--- src/rtl/pc_fetch_unit_pkg.sv ---
// Shared definitions for the MIPS program-counter fetch stage:
// FSM state encodings, address widths, reset PC default and branch displacement helper.
package pc_fetch_unit_pkg;

  localparam int ADDR_W = 32;
  localparam int JIDX_W = 26;

  localparam logic [ADDR_W-1:0] RESET_PC_DEFAULT = 32'h0000_0000;

  // Encodings are visible on the state_o port, so the values are fixed.
  typedef enum logic [1:0] {
    ST_RUN   = 2'b00,
    ST_STALL = 2'b01,
    ST_HALT  = 2'b10
  } fetch_state_e;

  // Sign-extend a branch immediate and turn it into a byte displacement.
  function automatic logic [ADDR_W-1:0] branch_disp(input logic [15:0] off);
    return {{14{off[15]}}, off, 2'b00};
  endfunction

endpackage

--- src/rtl/pc_fetch_unit_next_pc_logic.sv ---
// Combinational next-PC selection for the fetch stage.
// Priority is jr > j/jal > taken branch > sequential, and the chosen target is
// classified as misaligned or beyond the end of instruction memory.
module pc_fetch_unit_next_pc_logic
  import pc_fetch_unit_pkg::*;
#(
  parameter int MEM_WORDS = 256
) (
  input  logic [ADDR_W-1:0] pc_i,
  input  logic              branch_taken_i,
  input  logic [15:0]       branch_offset_i,
  input  logic              jump_i,
  input  logic [JIDX_W-1:0] jump_index_i,
  input  logic              jump_reg_i,
  input  logic [ADDR_W-1:0] jr_target_i,
  output logic [ADDR_W-1:0] next_pc_o,
  output logic [ADDR_W-1:0] pc_plus4_o,
  output logic              misaligned_o,
  output logic              out_of_range_o
);

  // One extra bit so the byte limit itself is representable for any depth.
  localparam logic [ADDR_W:0] MemLimit = 33'(MEM_WORDS) << 2;

  logic [ADDR_W-1:0] jump_target;
  logic [ADDR_W-1:0] branch_target;

  assign pc_plus4_o    = pc_i + 32'd4;
  assign jump_target   = {pc_plus4_o[31:28], jump_index_i, 2'b00};
  assign branch_target = pc_plus4_o + branch_disp(branch_offset_i);

  // Highest-priority redirect wins; simultaneous selects are not an error.
  always_comb begin
    next_pc_o = pc_plus4_o;
    if (jump_reg_i) begin
      next_pc_o = jr_target_i;
    end else if (jump_i) begin
      next_pc_o = jump_target;
    end else if (branch_taken_i) begin
      next_pc_o = branch_target;
    end
  end

  assign misaligned_o   = |next_pc_o[1:0];
  assign out_of_range_o = ({1'b0, next_pc_o} >= MemLimit);

endmodule

--- src/rtl/pc_fetch_unit.sv ---
// Program-counter stage feeding the instruction memory of the single-cycle MIPS core.
// Holds the PC, runs the RUN/STALL/HALT state machine and counts PC advances.
module pc_fetch_unit
  import pc_fetch_unit_pkg::*;
#(
  parameter logic [31:0] RESET_PC  = RESET_PC_DEFAULT,
  parameter int          MEM_WORDS = 256,
  parameter int          COUNT_W   = 32
) (
  input  logic               clk_i,
  input  logic               rst_i,
  input  logic               stall_i,
  input  logic               branch_taken_i,
  input  logic [15:0]        branch_offset_i,
  input  logic               jump_i,
  input  logic [25:0]        jump_index_i,
  input  logic               jump_reg_i,
  input  logic [31:0]        jr_target_i,
  output logic [31:0]        instr_addr_o,
  output logic [31:0]        pc_plus4_o,
  output logic [1:0]         state_o,
  output logic               halted_o,
  output logic               misalign_err_o,
  output logic [COUNT_W-1:0] fetch_count_o
);

  fetch_state_e       state_q, state_d;
  logic [31:0]        pc_q, pc_d;
  logic [COUNT_W-1:0] count_q, count_d;
  logic               err_q, err_d;

  logic [31:0] next_pc;
  logic        misaligned;
  logic        out_of_range;

  pc_fetch_unit_next_pc_logic #(
    .MEM_WORDS(MEM_WORDS)
  ) u_next_pc (
    .pc_i           (pc_q),
    .branch_taken_i (branch_taken_i),
    .branch_offset_i(branch_offset_i),
    .jump_i         (jump_i),
    .jump_index_i   (jump_index_i),
    .jump_reg_i     (jump_reg_i),
    .jr_target_i    (jr_target_i),
    .next_pc_o      (next_pc),
    .pc_plus4_o     (pc_plus4_o),
    .misaligned_o   (misaligned),
    .out_of_range_o (out_of_range)
  );

  // Next state: stall beats everything, halt checks beat resumption, HALT is terminal.
  always_comb begin
    state_d = state_q;
    pc_d    = pc_q;
    count_d = count_q;
    err_d   = err_q;
    unique case (state_q)
      ST_RUN, ST_STALL: begin
        if (stall_i) begin
          state_d = ST_STALL;
        end else if (misaligned) begin
          state_d = ST_HALT;
          err_d   = 1'b1;
        end else if (out_of_range) begin
          state_d = ST_HALT;
        end else begin
          state_d = ST_RUN;
          pc_d    = next_pc;
          if (count_q != '1) begin
            count_d = count_q + COUNT_W'(1);
          end
        end
      end
      ST_HALT: begin
        state_d = ST_HALT;
      end
      default: begin
        state_d = ST_HALT;
      end
    endcase
  end

  // State registers with synchronous reset that overrides stall and halt.
  always_ff @(posedge clk_i) begin
    if (rst_i) begin
      state_q <= ST_RUN;
      pc_q    <= RESET_PC;
      count_q <= '0;
      err_q   <= 1'b0;
    end else begin
      state_q <= state_d;
      pc_q    <= pc_d;
      count_q <= count_d;
      err_q   <= err_d;
    end
  end

  assign instr_addr_o   = pc_q;
  assign state_o        = state_q;
  assign halted_o       = (state_q == ST_HALT);
  assign misalign_err_o = err_q;
  assign fetch_count_o  = count_q;

endmodule
--- config.mk ---
export PLATFORM = sky130hd
export DESIGN_NAME = pc_fetch_unit
export DESIGN_NICKNAME = d
export VERILOG_FILES = /design/src/rtl/pc_fetch_unit_pkg.sv /design/src/rtl/pc_fetch_unit_next_pc_logic.sv /design/src/rtl/pc_fetch_unit.sv
export SDC_FILE = /design/constraint.sdc
export NUM_CORES = 1
export LEC_CHECK = 0
export CAP_MARGIN = 20
export CORE_ASPECT_RATIO = 1.5
export CORE_MARGIN = 2
export CORE_UTILIZATION = 40
export CTS_BUF_LIST = sky130_fd_sc_hd__clkbuf_2 sky130_fd_sc_hd__clkbuf_4 sky130_fd_sc_hd__clkbuf_8
export DETAILED_ROUTE_END_ITERATION = 16
export GPL_ROUTABILITY_DRIVEN = 0
export PLACE_DENSITY = 0.72
export SETUP_SLACK_MARGIN = 0.2
export SYNTH_ARGS = -nofsm -noshare
export SYNTH_HDL_FRONTEND = slang
export SYNTH_HIERARCHICAL = 1
export SYNTH_SLANG_ARGS = --single-unit
--- constraint.sdc ---
create_clock -name clk_i -period 17 [get_ports clk_i]
set_clock_uncertainty 0.05 [all_clocks]
set_input_delay 2.55 -clock clk_i [delete_from_list [all_inputs] [get_ports clk_i]]
set_output_delay 2.55 -clock clk_i [all_outputs]
set_load 0.03 [all_outputs]
**Word level (Yosys, flattened, before mapping)**

Index checks and enable logic that the tools add are counted.

- Add/sub/neg operators: 3
- Multiply operators: 0
- Div/mod/pow operators: 0
- $lt $le $gt $ge: 1
- Equal/unequal tests: 3
- Shift operators: 0
- Mux-type cells: 7
- Bitwise gates (word level): 4
- Reduce and logical (&&, ||, !) cells: 7

Operator list:

| operator | count |
|---|---|
| 2-to-1 mux 32 bit | 3 |
| adder 32 x 1 -> 32 bit, second input constant | 1 |
| adder 32 x 3 -> 32 bit, second input constant | 1 |
| adder 32 bit | 1 |
| >= comparator 32 x 11 -> 1 bit, second input constant | 1 |
| != test 32 bit, second input constant | 1 |
| 2-to-1 mux 2 bit | 4 |
| OR reduction 2 bit | 3 |
| AND reduction 5 bit | 1 |
| inverter 1 bit | 4 |
| AND reduction 4 bit | 1 |
| AND reduction 3 bit | 1 |
| equality test 2 x 1 -> 1 bit, second input constant | 1 |
| equality test 2 bit, second input constant | 1 |
| logical NOT 2 bit | 1 |

- Bits in registers: 67
- Latch bits: 0
- RAM bits: 0
- Bits in read-only memories: 0
- Input bits: 80
- Output and inout port bits: 100
- Logic and storage cells: 30
- Memories: 0

**Logic depth before layout (Yosys ltp)**

- Word-level depth: 10
- Depth in mapped cells: 24
- Gate-level depth less buffers: 22

**Hierarchy**

Netlist, hierarchy kept.

By module, submodules not included:

| module | instances | cells an instance | area each (um^2) | sequential area each (um^2) |
|---|---|---|---|---|
| pc_fetch_unit_next_pc_logic | 1 | 506 | 3281.9 | 0.0 |
| pc_fetch_unit | 1 | 345 | 2917.8 | 1341.3 |

**Least setup slack after synthesis**

Ideal clock, no wire load.

- Kind: in2reg
- From: input branch_offset_i[0]
- To: register count_q[6] (netlist: fetch_count_o[6])
- Setup time: 0.123 ns
- Arrival: 7.312 ns
- Data required time: 16.827 ns
- Slack: 9.515 ns
- Stages on the path: 18
- Path buffers: 1
- Cells stage by stage: ha_1 -> fa_1 -> a21o_1 -> a221oi_2 -> or4_4 -> nand2_4 -> a2111o_1 -> a2111oi_2 -> or3_1 -> o311ai_1 -> or4_1 -> or4b_1 -> or4_1 -> buf_2 -> or2_0 -> a31oi_4 -> nand3_1 -> mux2_1

- Cells in the longest elaborated chain, start to end: 7

Ends and longest elaborated chain:

| item | line | RTL |
|---|---|---|
| start: declaration | pc_fetch_unit.sv:14 | `input logic [15:0] branch_offset_i,` |
| adder 32 bit | pc_fetch_unit_next_pc_logic.sv:30 | `assign branch_target = pc_plus4_o + branch_disp(branch_offset_i);` |
| 2-to-1 mux 32 bit | pc_fetch_unit_next_pc_logic.sv:39 | `end else if (branch_taken_i) begin` |
| 2-to-1 mux 32 bit | pc_fetch_unit_next_pc_logic.sv:37 | `end else if (jump_i) begin` |
| 2-to-1 mux 32 bit | pc_fetch_unit_next_pc_logic.sv:35 | `if (jump_reg_i) begin` |
| >= comparator 32 x 11 -> 1 bit | pc_fetch_unit_next_pc_logic.sv:45 | `assign out_of_range_o = ({1'b0, next_pc_o} >= MemLimit);` |
| named net out_of_range | pc_fetch_unit.sv:34 | `logic out_of_range;` |
| inverter 1 bit (no line) | -- |  |
| AND reduction 5 bit (no line) | -- |  |
| end signal: assignment | pc_fetch_unit.sv:94 | `count_q <= count_d;` |
| end: declaration | pc_fetch_unit.sv:29 | `logic [COUNT_W-1:0] count_q, count_d;` |

The timed path passes the listed nets, and every way through them passes these cells.
A chain may end at the register's enable or synchronous reset.

**Worst setup path in the final report**

- From: input branch_taken_i
- To: register count_q[18] (netlist: fetch_count_o[18])

- Cells in the longest elaborated chain, start to end: 6
- Elaborated cells on any way between the ends: 8
- Classes of those cells: order compare: 1; mux: 3; bitwise: 2; reduce/logical: 2

Ends and longest elaborated chain:

| item | line | RTL |
|---|---|---|
| start: declaration | pc_fetch_unit.sv:13 | `input logic branch_taken_i,` |
| 2-to-1 mux 32 bit | pc_fetch_unit_next_pc_logic.sv:39 |  |
| 2-to-1 mux 32 bit | pc_fetch_unit_next_pc_logic.sv:37 |  |
| 2-to-1 mux 32 bit | pc_fetch_unit_next_pc_logic.sv:35 |  |
| named net next_pc[23] | pc_fetch_unit.sv:32 | `logic [31:0] next_pc;` |
| >= comparator 32 x 11 -> 1 bit | pc_fetch_unit_next_pc_logic.sv:45 |  |
| named net out_of_range | pc_fetch_unit.sv:34 |  |
| inverter 1 bit (no line) | -- |  |
| AND reduction 5 bit (no line) | -- |  |

The timed path passes the listed nets, and every way through them passes these cells.

==> flow_metrics.py <==
metrics = {
    "layout": {
        "final_area_mm2": 0.008323,
        "final_common_cell": "clkdlybuf4s50_1",
        "area_delta_synth_final_pct": 34.25,
        "final_layout_size_suffix_gt1_frac": 0.05368,
        "diodes": 0,
        "layout.nets": 1114,
        "mostFrequentLayoutCells": "178 x clkdlybuf4s50_1, 126 x nand2_1, 92 x a21oi_1",
    },
    "clocking": {
        "cts.clk_slew.worst_paths_ns": 0.07,
        "clock_latency_ns": 0.34,
        "cts_root_buf": "clkbuf_8",
        "cts.htree.levels": 3,
        "cts_setup_buffers": 0,
        "cts_hold_repair.buffers": 0,
        "ctsResizeCount": 0,
        "cts_buffers": 9,
        "clockBufferDepth": 2,
        "cts_tree": "yes",
        "clock_sinks": 67,
    },
    "setup_path": {
        "end_kind": "flip-flop",
        "path_buf_inv": 1,
        "crit_path_top_delay_cell": "clkdlybuf4s50_1",
        "arrival_ns": 8.51,
        "crit_type": "input pin to flip-flop",
        "max_stage_delay_ns": 0.99,
        "path_cells": "clkdlybuf4s50_1 > nor2b_1 > nand2_1 > or4_1 > mux2i_1 > nor3b_1 > a21oi_1 > nand4_1 > or4_1 > or4b_1 > nor4_4 > nand4_1 > a211oi_2 > a311oi_1 > a41o_1",
        "startpoint_type": "input pin",
        "critical_path_peak_fanout": 18,
        "critPathTopFamily": "simple AND/OR/NAND/NOR gates",
        "crit_required_ns": 17.18,
    },
    "power_and_ir_drop": {
        "cellPowerDensity_mw_per_mm2": 46.80,
        "p_leak_nw": 3.165,
        "peakVddDrop_uv": 56.60,
    },
    "placed_design": {
        "dpl_cell_area_mm2": 0.008078,
        "pre_cts_slack_ns": 8.366,
        "io_buffer_count": 179,
        "dp_hpwl_mm": 16.84,
    },
    "grt": {
        "antenna_found_initial": 0,
        "grt_max_degree": 73,
        "grtUsageTotal": 0.2533,
        "grt.overflow.total": 0,
        "grt_pass1_wl_mm": 34.03,
        "grt_pass1_vias": 6700,
    },
    "detailed_routing": {
        "num_vias": 7080,
        "firstDrtPassIters": 5,
        "wl_mm": 21.60,
        "ant_nets": 0,
        "drt_iter0_drc": 524,
        "wl_per_cell_um": 17.92,
        "vias_per_cell": 5.876,
        "route.detailed.drc": 0,
    },
    "run_status": {
        "status": "complete, no violations",
    },
    "yosys": {
        "async_flop_share": 0,
        "synthMuxAreaShare": 0.01493,
        "synth_top_cell_by_area": "dfxtp_1",
        "synth_compound_area_frac": 0.2710,
        "yosysTopAreaCellShare": 0.2163,
        "yosys_warnings": 6,
        "synth_fp_nets": 964,
        "ys.flop_type": "dfxtp_1",
        "ys_seq_area_frac": 0.2163,
        "synth-adder-area-share": 0.06781,
        "syn_inst": 851,
        "synth-seq-cells": 67,
        "ys_types": 80,
        "synth-simple-area-share": 0.2993,
        "synth_xor_area_frac": 0.07911,
        "synth_area_mm2": 0.006200,
        "synth.avg_cell_area_um2": 7.285,
        "synth_top_family_by_area": "simple AND/OR/NAND/NOR gates",
        "synthTopCellsByArea": "dfxtp_1 22%, nand2_1 7.6%, a21oi_1 7.4%",
        "synth_edf_count": 0,
    },
    "floorplan": {
        "num_io_pins": 180,
        "die_h_um": 156.5,
        "dieArea_mm2": 0.01653,
        "rows": 55,
        "die_w_um": 105.7,
        "start_util": 0.4095,
        "core_mm2": 0.01514,
    },
    "sta": {
        "fin_crit_ns": 8.329,
        "slew_headroom": 0.2695,
        "fmax_mhz": 120.1,
        "finalSetupViolations": 0,
        "final-max-slew-violation-count": 0,
        "period_share": 0.4899,
        "max_slew.worst_pin.slew_ns": 1.087,
        "rsz0062_at_grt": "no",
        "setup-tns-final_ns": 0,
        "setup_ws_ns": 8.671,
        "hold_violations": 0,
    },
    "flow_run": {
        "maxCapViolations": 0,
    },
    "worst_hold_path": {
        "hold_class": "flip-flop to flip-flop",
    },
}
-- worst paths after layout --
kind	startpoint	to	slack (ns)	depth (start not counted)
hold / removal	misalign_err_o$_SDFFE_PP0P_	misalign_err_o$_SDFFE_PP0P_	0.42	2
setup / recovery	branch_taken_i	fetch_count_o[18]$_SDFFE_PP0P_	8.67	15
setup reg to reg	instr_addr_o[2]$_SDFFE_PP0P_	fetch_count_o[18]$_SDFFE_PP0P_	9.69	20
hold reg to reg	misalign_err_o$_SDFFE_PP0P_	misalign_err_o$_SDFFE_PP0P_	0.42	2
-- per-layer routing --
layer  vias to the layer above  track usage  share of wire
met4                         0       0.1197          0.036
met3                        57      0.03873          0.071
met2                       321       0.4525           0.50
li1                       3438            -              -
met1                      3264       0.2946           0.39
met5                         -            0              0
-- synthesized netlist by cell type (all sizes together), types with 5 or more instances --
| master | instances |
|---|---|
| nand2 | 127 |
| a21oi | 94 |
| dfxtp | 67 |
| nor2 | 64 |
| xnor2 | 34 |
| ha | 32 |
| inv | 30 |
| clkbuf | 29 |
| nand3 | 29 |
| o21ai | 28 |
| nand4 | 24 |
| xor2 | 22 |
| nor3 | 18 |
| buf | 17 |
| or3 | 17 |
| a211oi | 16 |
| a21o | 16 |
| and4 | 15 |
| and3 | 14 |
| nor4 | 12 |
| o211ai | 12 |
| o22ai | 11 |
| or4 | 9 |
| nor2b | 8 |
| a31oi | 7 |
| mux2i | 7 |
| o21bai | 7 |
| o31ai | 7 |
| and2 | 6 |
| nand2b | 6 |
| a2111oi | 5 |
| o21a | 5 |
| or2 | 5 |
-- per-stage QoR --
| step | std cells | utilization | total power [mW] | hold slack, ns |
|---|---|---|---|---|
| after floorplan | 851 | - | 0.1994 | 0.5540 |
| after global placement | 1189 | 0.5336 | 0.2314 | 0.4134 |
| after detailed placement | 1189 | 0.5336 | 0.2314 | 0.4128 |
| after CTS | 1205 | 0.5498 | 0.3932 | 0.4292 |
| after global routing | 1205 | 0.5498 | 0.4053 | 0.4683 |
| final | 1205 | 0.5498 | 0.3895 | 0.4204 |
-- final cells by class --
| type | instances | area [um2] |
|---|---|---|
| Clock buffer | 11 | 145.1 |
| Clock inverter | 5 | 100.1 |
| Inverter | 31 | 116.4 |
| Tap cell | 199 | 249.0 |
| Fill cell | 1484 | 6817 |
| Sequential cell | 67 | 1341 |
| Multi-Input combinational cell | 707 | 4539 |
| Timing Repair Buffer | 185 | 1832 |
-- flip-flops by register name, indices dropped and copies added, names as in the netlist --
signal and count:
misalign_err_o 1, state_o 2, fetch_count_o 32, instr_addr_o 32
-- report_power, final --
| part | leakage, nW | switching [mW] | internal, mW |
|---|---|---|---|
| sequential | 0.540 | 0.000510 | 0.157 |
| combinational | 2.50 | 0.0381 | 0.0332 |
| clock | 0.127 | 0.0578 | 0.103 |
-- cell families after synthesis --
| group | after synthesis |
|---|---|
| AOI/OAI and AO/OA | 247 |
| xor gates and xnor gates | 56 |
| adders and majority gates | 33 |
| buffers and inverters | 77 |
| DFF | 67 |
| muxes | 9 |
| and+or+nand+nor | 362 |
-- tightest hold or removal path: cells and delay by family (launching register included) --
family | cells | cell delay (ns)
flops | 1 | 0.33
simple gates | 1 | 0.07
compound gates | 1 | 0.04
Power figures use the tool's default switching activity.
